[config.mk]
export PLATFORM = sky130hd
export DESIGN_NAME = kernel_sequencer
export DESIGN_NICKNAME = d
export VERILOG_FILES = /design/src/rtl/kernel_sequencer.sv
export SDC_FILE = /design/constraint.sdc
export NUM_CORES = 1
export LEC_CHECK = 0
export BUFFER_PORTS_ARGS = -buffer_cell sky130_fd_sc_hd__buf_4
export CAP_MARGIN = 30
export CORE_AREA = 2 2 64 66
export DETAILED_ROUTE_END_ITERATION = 7
export DIE_AREA = 0 0 66 68
export PLACE_DENSITY = 0.67
export SYNTH_ARGS = -nofsm -noshare
export SYNTH_HDL_FRONTEND = slang
export SYNTH_SLANG_ARGS = --single-unit
[constraint.sdc]
create_clock -name clk -period 1.4 [get_ports clk]
set_input_delay 0.14 -clock clk [delete_from_list [all_inputs] [get_ports clk]]
set_output_delay 0.14 -clock clk [all_outputs]
set_load 0.02 [all_outputs]
[src/rtl/kernel_sequencer.sv]
// rtl/kernel_sequencer.sv - job FIFO plus launch/wait/hold sequencer for one HLS kernel
// Optional forced completion in WAIT is enabled by defining KSEQ_TIMEOUT_EN.
module kernel_sequencer #(
  parameter int ARG_W   = 1,
  parameter int RES_W   = 2,
  parameter int DEPTH   = 4,
  parameter int TIMEOUT = 1024
) (
  input  logic             clk,
  input  logic             rst_n,
  input  logic             job_valid,
  output logic             job_ready,
  input  logic [ARG_W-1:0] job_arg,
  output logic             res_valid,
  input  logic             res_ready,
  output logic [RES_W-1:0] res_data,
  output logic             res_timeout,
  output logic             k_r_enable,
  output logic [ARG_W-1:0] k_arg,
  input  logic             k_w_enable,
  input  logic [RES_W-1:0] k_result,
  output logic             busy,
  output logic [15:0]      jobs_done
);
  localparam int PW = $clog2(DEPTH);

  typedef enum logic [1:0] {IDLE, LAUNCH, WAIT, HOLD} state_t;
  state_t state;

  logic [ARG_W-1:0] mem [DEPTH];
  logic [PW:0]      wr_ptr, rd_ptr;
  logic             empty, full, push, pop;
  logic             w_prev, w_rise;

  assign empty     = (wr_ptr == rd_ptr);
  assign full      = (wr_ptr[PW] != rd_ptr[PW]) && (wr_ptr[PW-1:0] == rd_ptr[PW-1:0]);
  assign job_ready = !full;
  assign push      = job_valid && !full;
  assign pop       = (state == IDLE) && !empty;
  assign w_rise    = k_w_enable && !w_prev;
  assign busy      = (state != IDLE) || !empty;

  always_ff @(posedge clk) begin
    if (push) mem[wr_ptr[PW-1:0]] <= job_arg;
  end

  always_ff @(posedge clk or negedge rst_n) begin
    if (!rst_n) begin
      wr_ptr <= '0;
      rd_ptr <= '0;
    end else begin
      if (push) wr_ptr <= wr_ptr + 1'b1;
      if (pop)  rd_ptr <= rd_ptr + 1'b1;
    end
  end

  // w_prev resets high so a done level held across reset is never seen as an edge
  always_ff @(posedge clk or negedge rst_n) begin
    if (!rst_n) w_prev <= 1'b1;
    else        w_prev <= k_w_enable;
  end

`ifdef KSEQ_TIMEOUT_EN
  localparam int TW = (TIMEOUT > 2) ? $clog2(TIMEOUT) : 1;
  logic [TW-1:0] t_cnt;
  logic          t_expired;
  logic          res_to_q;

  assign t_expired   = (t_cnt == TW'(TIMEOUT - 1));
  assign res_timeout = res_to_q;

  always_ff @(posedge clk or negedge rst_n) begin
    if (!rst_n)                          t_cnt <= '0;
    else if (state == LAUNCH)            t_cnt <= '0;
    else if (state == WAIT && !t_expired) t_cnt <= t_cnt + 1'b1;
  end
`else
  assign res_timeout = 1'b0;
`endif

  always_ff @(posedge clk or negedge rst_n) begin
    if (!rst_n) begin
      state      <= IDLE;
      k_arg      <= '0;
      k_r_enable <= 1'b0;
      res_valid  <= 1'b0;
      res_data   <= '0;
      jobs_done  <= '0;
`ifdef KSEQ_TIMEOUT_EN
      res_to_q   <= 1'b0;
`endif
    end else begin
      case (state)
        IDLE: begin
          if (!empty) begin
            k_arg      <= mem[rd_ptr[PW-1:0]];
            k_r_enable <= 1'b1;
            state      <= LAUNCH;
          end
        end
        LAUNCH: begin
          k_r_enable <= 1'b0;
          state      <= WAIT;
        end
        WAIT: begin
          // a real done edge wins over a simultaneous expiry
          if (w_rise) begin
            res_data  <= k_result;
            res_valid <= 1'b1;
            state     <= HOLD;
`ifdef KSEQ_TIMEOUT_EN
            res_to_q  <= 1'b0;
`endif
          end
`ifdef KSEQ_TIMEOUT_EN
          else if (t_expired) begin
            res_data  <= '0;
            res_to_q  <= 1'b1;
            res_valid <= 1'b1;
            state     <= HOLD;
          end
`endif
        end
        HOLD: begin
          if (res_ready) begin
            res_valid <= 1'b0;
            jobs_done <= jobs_done + 16'd1;
            state     <= IDLE;
          end
        end
        default: state <= IDLE;
      endcase
    end
  end
endmodule

Word level (Yosys, flattened, before mapping)
Memories as Yosys holds them, arrays and structs flattened. A register that Yosys moved wholly into a read port is not among the register bits. Index checks and enable logic that the tools add are counted.

Register bits: 29. Bits in latches: 0. RAM bits: 4. ROM bits: 0. Input bits: 8. Output and inout bits: 24. Memories: 1.

Memory list: mem (depth 4, bits a word 1, rd ports 1, clocked after memory_dff 1, wr ports 1, RTL line 30) `logic [ARG_W-1:0] mem [DEPTH];`.

$add $sub $neg: 3. Multiply operators: 0. Div/mod/pow operators: 0. Magnitude comparators: 0. Eq/ne operators: 9. Shifts and indexed selects: 0. Mux-type cells: 11. Bitwise operators: 1. Reductions and logical operators: 19.

Operators with widths (number): 16-bit by 1-bit adder with 16-bit output (second input constant) (1); 2-bit case mux with 4 select lines (1); 2-bit AND reduction (4); 3-bit by 1-bit adder with 3-bit output (second input constant) (2); 2-bit 2-to-1 mux (3); 2-bit inequality test (second input constant) (3); 3-bit AND reduction (2); 2-bit nonzero test (3); 1-bit 2-to-1 mux (5); 2-bit == test (second input constant) (2); 1-bit logical AND (4); 1-bit logical NOT (4); 1-bit case mux with 2 select lines (2); 3-bit == test (1); 2-bit by 1-bit == test with 1-bit output (second input constant) (1); 2-bit == test (1); 2-bit logical NOT (1); 1-bit logical OR (1); 1-bit inequality test (1); 1-bit inverter (1).

Depth between registers and ports, before layout
Word-level depth: 6. Depth in mapped cells: 5. Depth with buffers taken out: 5.

Least setup slack after synthesis
No wires, ideal clock.

Path type: reg2reg. From: register wr_ptr[0]. To: register state[1]. Setup time: 128 ps. Data arrival time: 1502 ps. Required time: 1272 ps. Slack: -230 ps. Stages on the path, launching flop included: 5. Path buffers: 0. Clock period less this slack: 1630 ps. Path through: dfrtp_1 xnor2_1 nand4_1 nand3_1 mux2_1.

Cells in the longest elaborated chain, start to end: 3.

RTL lines: from (decl) (RTL line 31) `logic [PW:0] wr_ptr, rd_ptr;`; from (signal assigned) (RTL line 52) `if (push) wr_ptr <= wr_ptr + 1'b1;`; 3-bit == test (RTL line 35) `assign empty = (wr_ptr == rd_ptr);`; 2-bit inequality test (no source line); 3-bit AND reduction (no source line); to (signal assigned) (RTL line 83) `state <= IDLE;`; to (signal assigned) (RTL line 98) `state <= LAUNCH;`; to (signal assigned) (RTL line 103) `state <= WAIT;`; to (decl) (RTL line 28) `state_t state;`.

Every way passes these cells. A chain may end at the register's enable or synchronous reset.

Worst setup path in the final report
From: register wr_ptr[0]. To: output busy.

Cells in the longest elaborated chain, start to end: 3.

RTL lines: 3-bit == test (RTL line 35); 1-bit logical NOT; 1-bit logical OR (RTL line 41) `assign busy = (state != IDLE) || !empty;`; to (decl) (RTL line 22) `output logic busy,`.

Every way passes these cells.

==> impl_metrics.csv <==
group,metric,value,unit
status,status,"finished, violations left",
status,violations,"setup timing",
critical_path,r2r_end,"jobs_done[13]$_DFFE_PN0P_",
cts,path_clk_slew,80,ps
power,total_power,5450,uW
critical_path,arrival,1370,ps
timing,finalMaxSlewViolations,0,
drt,drt_wl_total,3.516,mm
critical_path,worstPathMaxFanout,3,
timing,setup_viol,15,
critical_path,r2r_setup_slack,-100,ps
run,cap_violations,0,
grt,first_global_vias,1217,
floorplan,die_y,68,um
drt,num_vias,1165,
drt,first_pass_iters,2,
timing,finalClockSkew,13.01,ps
timing,hold_ws,48.77,ps
critical_path,reg2reg_from,"state[0]$_DFFE_PN0P_",
critical_path,critPathMaxStageDelay,440,ps
timing,finalWorstSetupSlack,-106.6,ps
grt,grt_max_degree,31,
final_layout,nFillCells,302,
timing,post-route-period-util,1.076,
power,ir_drop,1.306,mV
yosys,synth_cell_types,30,
critical_path,cp_num_cells,4,
drt,drc,0,
timing,hold_viol,0,
cts,numCtsBuffers,5,
floorplan,io_pins,32,
critical_path,crit_slowest_cell,"dfrtp_2",
final_layout,final_util,0.6347,
place,dpl.hpwl,2.251,mm
place,post-place-ws,-95.92,ps
yosys,yosysMostFrequentCell,"dfrtp_1",
critical_path,end_kind,"primary output",
cts,clk_latency,300,ps
place,dp.cells,219,
critical_path,path_delay_family,"flip-flops",
yosys,synthTopCellsByArea,"dfrtp_1 (44%), xnor2_1 (9.0%), ha_1 (8.3%), edfxtp_1 (7.3%), xor2_1 (3.2%)",
critical_path,crit_chain,"xnor2_4, nand4_1, buf_4, buf_6",
critical_path,cp-start-kind,"flop",
grt,antenna_found_initial,0,
final_layout,syn2layout_area_growth,48.29,%
final_layout,nNetsFinal,214,
critical_path,critPathCapture,"busy",
cts,cts_root_buf,"clkbuf_8",
yosys,yosys.area.top_type,"dfrtp_1",
yosys,synthesis.area,1650,um2
drt,ant_nets,0,
timing,fmax,663.7,MHz
timing,rsz0062_at_grt,"true",
yosys,synth_edf_count,4,
place,gp_congestion,0.7834,
timing,period_minus_slack,1507,ps
floorplan,die_area,4488,um2
yosys,synth_top_area_frac,0.4397,
worst_hold_path,worstHoldPathType,"in -> reg",
yosys,postSynthCellCount,129,
critical_path,path_class,"reg -> out",
critical_path,cp.required,1260,ps
grt,grt_pass1_wl,5.616,mm
critical_path,critPathBufInv,2,
floorplan,row_count,23,
yosys,ys_ff_latch,34,
drt,wl_per_cell,14.29,um
final_layout,drive_gt1_frac,0.5510,
power,powerDensity,2227,nW/um2
final_layout,diodes,0,
cts,cts_num_sinks,34,
floorplan,core,3856,um2
critical_path,crit_start,"wr_ptr[0]$_DFFE_PN0N_",
yosys,yosys-top-cells-count,"dfrtp_1 (29), xnor2_1 (17), ha_1 (11), nand2_1 (8)",
place,io_buffers,30,
power,power_leakage,0.001178,uW
final_layout,layoutNonFillerInstCount,246,
drt,viasPerCell,4.736,
yosys,synthesis.nets,148,
floorplan,start_util,0.4280,
cts,cts_htree_levels,2,
yosys,synth_flop_cell,"dfrtp_1",
yosys,yosysWarningCount,0,
critical_path,ff2ff_path_depth,5,
floorplan,die_width,66,um
drt,drt_iter0_markers,33,
grt,grt_overflow,0,
yosys,synth_area_per_cell,12.79,um2
yosys,ys_seq_area_frac,0.5284,
yosys,async_flop_share,0.8824,
cts,cts_tree,"done",
grt,grt_usage,0.1705,
cts,clk_path_buf_depth,2,
==> power by group <==
part           internal [uW]  switching [uW]  total, uW
registers               1320             285       1600
logic                   1710            1370       3080
clock network            395             371        766
==> state kept, by name (all words and copies together) (netlist names) <==
name,count
wr_ptr,3
mem,4
jobs_done,16
k_arg,1
res_valid,1
k_r_enable,1
w_prev,1
rd_ptr,3
state,2
res_data,2
==> worst reg2reg max path, stage by stage, from the launching register on <==
cell     delay (ps)
dfrtp_1         410
ha_2            230
nand4_1         180
nor4_4          250
nand4_1         160
xnor2_1         150
==> per-layer routing <==
layer | vias to the layer above | track usage | wire length [um]
met3 | 10 | 0.05263 | 128
met4 | 0 | 0.08929 | 132
met5 | - | 0 | 0
met2 | 25 | 0.2803 | 1829
li1 | 564 | - | -
met1 | 566 | 0.2023 | 1425
==> cells in the final DEF, fill, tap and decap left out, types with 3 or more instances in the layout <==
master,instances
xnor2_1,13
nand3_1,4
nand2_1,6
nand4_1,5
edfxtp_1,4
xnor2_2,3
mux2_4,3
inv_1,5
dfrtp_2,10
nand3_4,3
mux2_2,3
dfrtp_1,19
ha_1,8
buf_6,7
clkbuf_8,6
buf_4,51
xor2_1,5
and3_1,3
nor2_1,3
==> logic make-up after synthesis <==
| kind of cell | share of synthesized area |
|---|---|
| other cells | 0.002272 |
| flops | 0.5284 |
| fa+ha+maj | 0.08340 |
| xor+xnor | 0.1221 |
| simple gates | 0.1562 |
| mux | 0.07354 |
| buf+inv | 0.02047 |
| compound gates | 0.01365 |
==> worst min path at each step <==
stage | from | slack, ps | end | depth (start not counted)
after floorplan | rst_n | -160 | jobs_done[0]$_DFFE_PN0P_ | 0
after global placement | rst_n | 90 | jobs_done[3]$_DFFE_PN0P_ | 1
after detailed placement | rst_n | 90 | jobs_done[3]$_DFFE_PN0P_ | 1
after CTS | job_arg | 40 | mem[1]$_DFFE_PP_ | 1
after global routing | job_arg | 40 | mem[0]$_DFFE_PP_ | 1
final | job_arg | 50 | mem[1]$_DFFE_PP_ | 1
==> per-stage QoR <==
step | cell area (um2) | setup TNS, ps
CTS | 2336 | -885.6
floorplan | 1695 | -172.0
detailed placement | 2058 | -447.4
global placement | 2058 | -312.8
finish | 2447 | -694.1
global route | 2447 | -2327
==> repair_timing <==
action / 4_1_cts / 5_1_grt
gates resized for setup: 12 / 20
hold buffers: 2 / 0
setup buffers: 15 / 3
pin swaps: 9 / 3
setup endpoints to repair: 18 / 28
endpoints found under the hold margin: 30 / 0
==> area by class of cell <==
class                      count  area [um2]  share of cell area
multi-input combinational     87       897.1              0.3666
clock inverter                 2       12.51            0.005112
timing repair buffer          60       481.7              0.1968
tap                           50       62.56             0.02556
clock buffer                   6       82.58             0.03374
sequential                    34       884.6              0.3615
inverter                       7       26.28             0.01074
No activity file was read; power rests on OpenSTA's default activity.
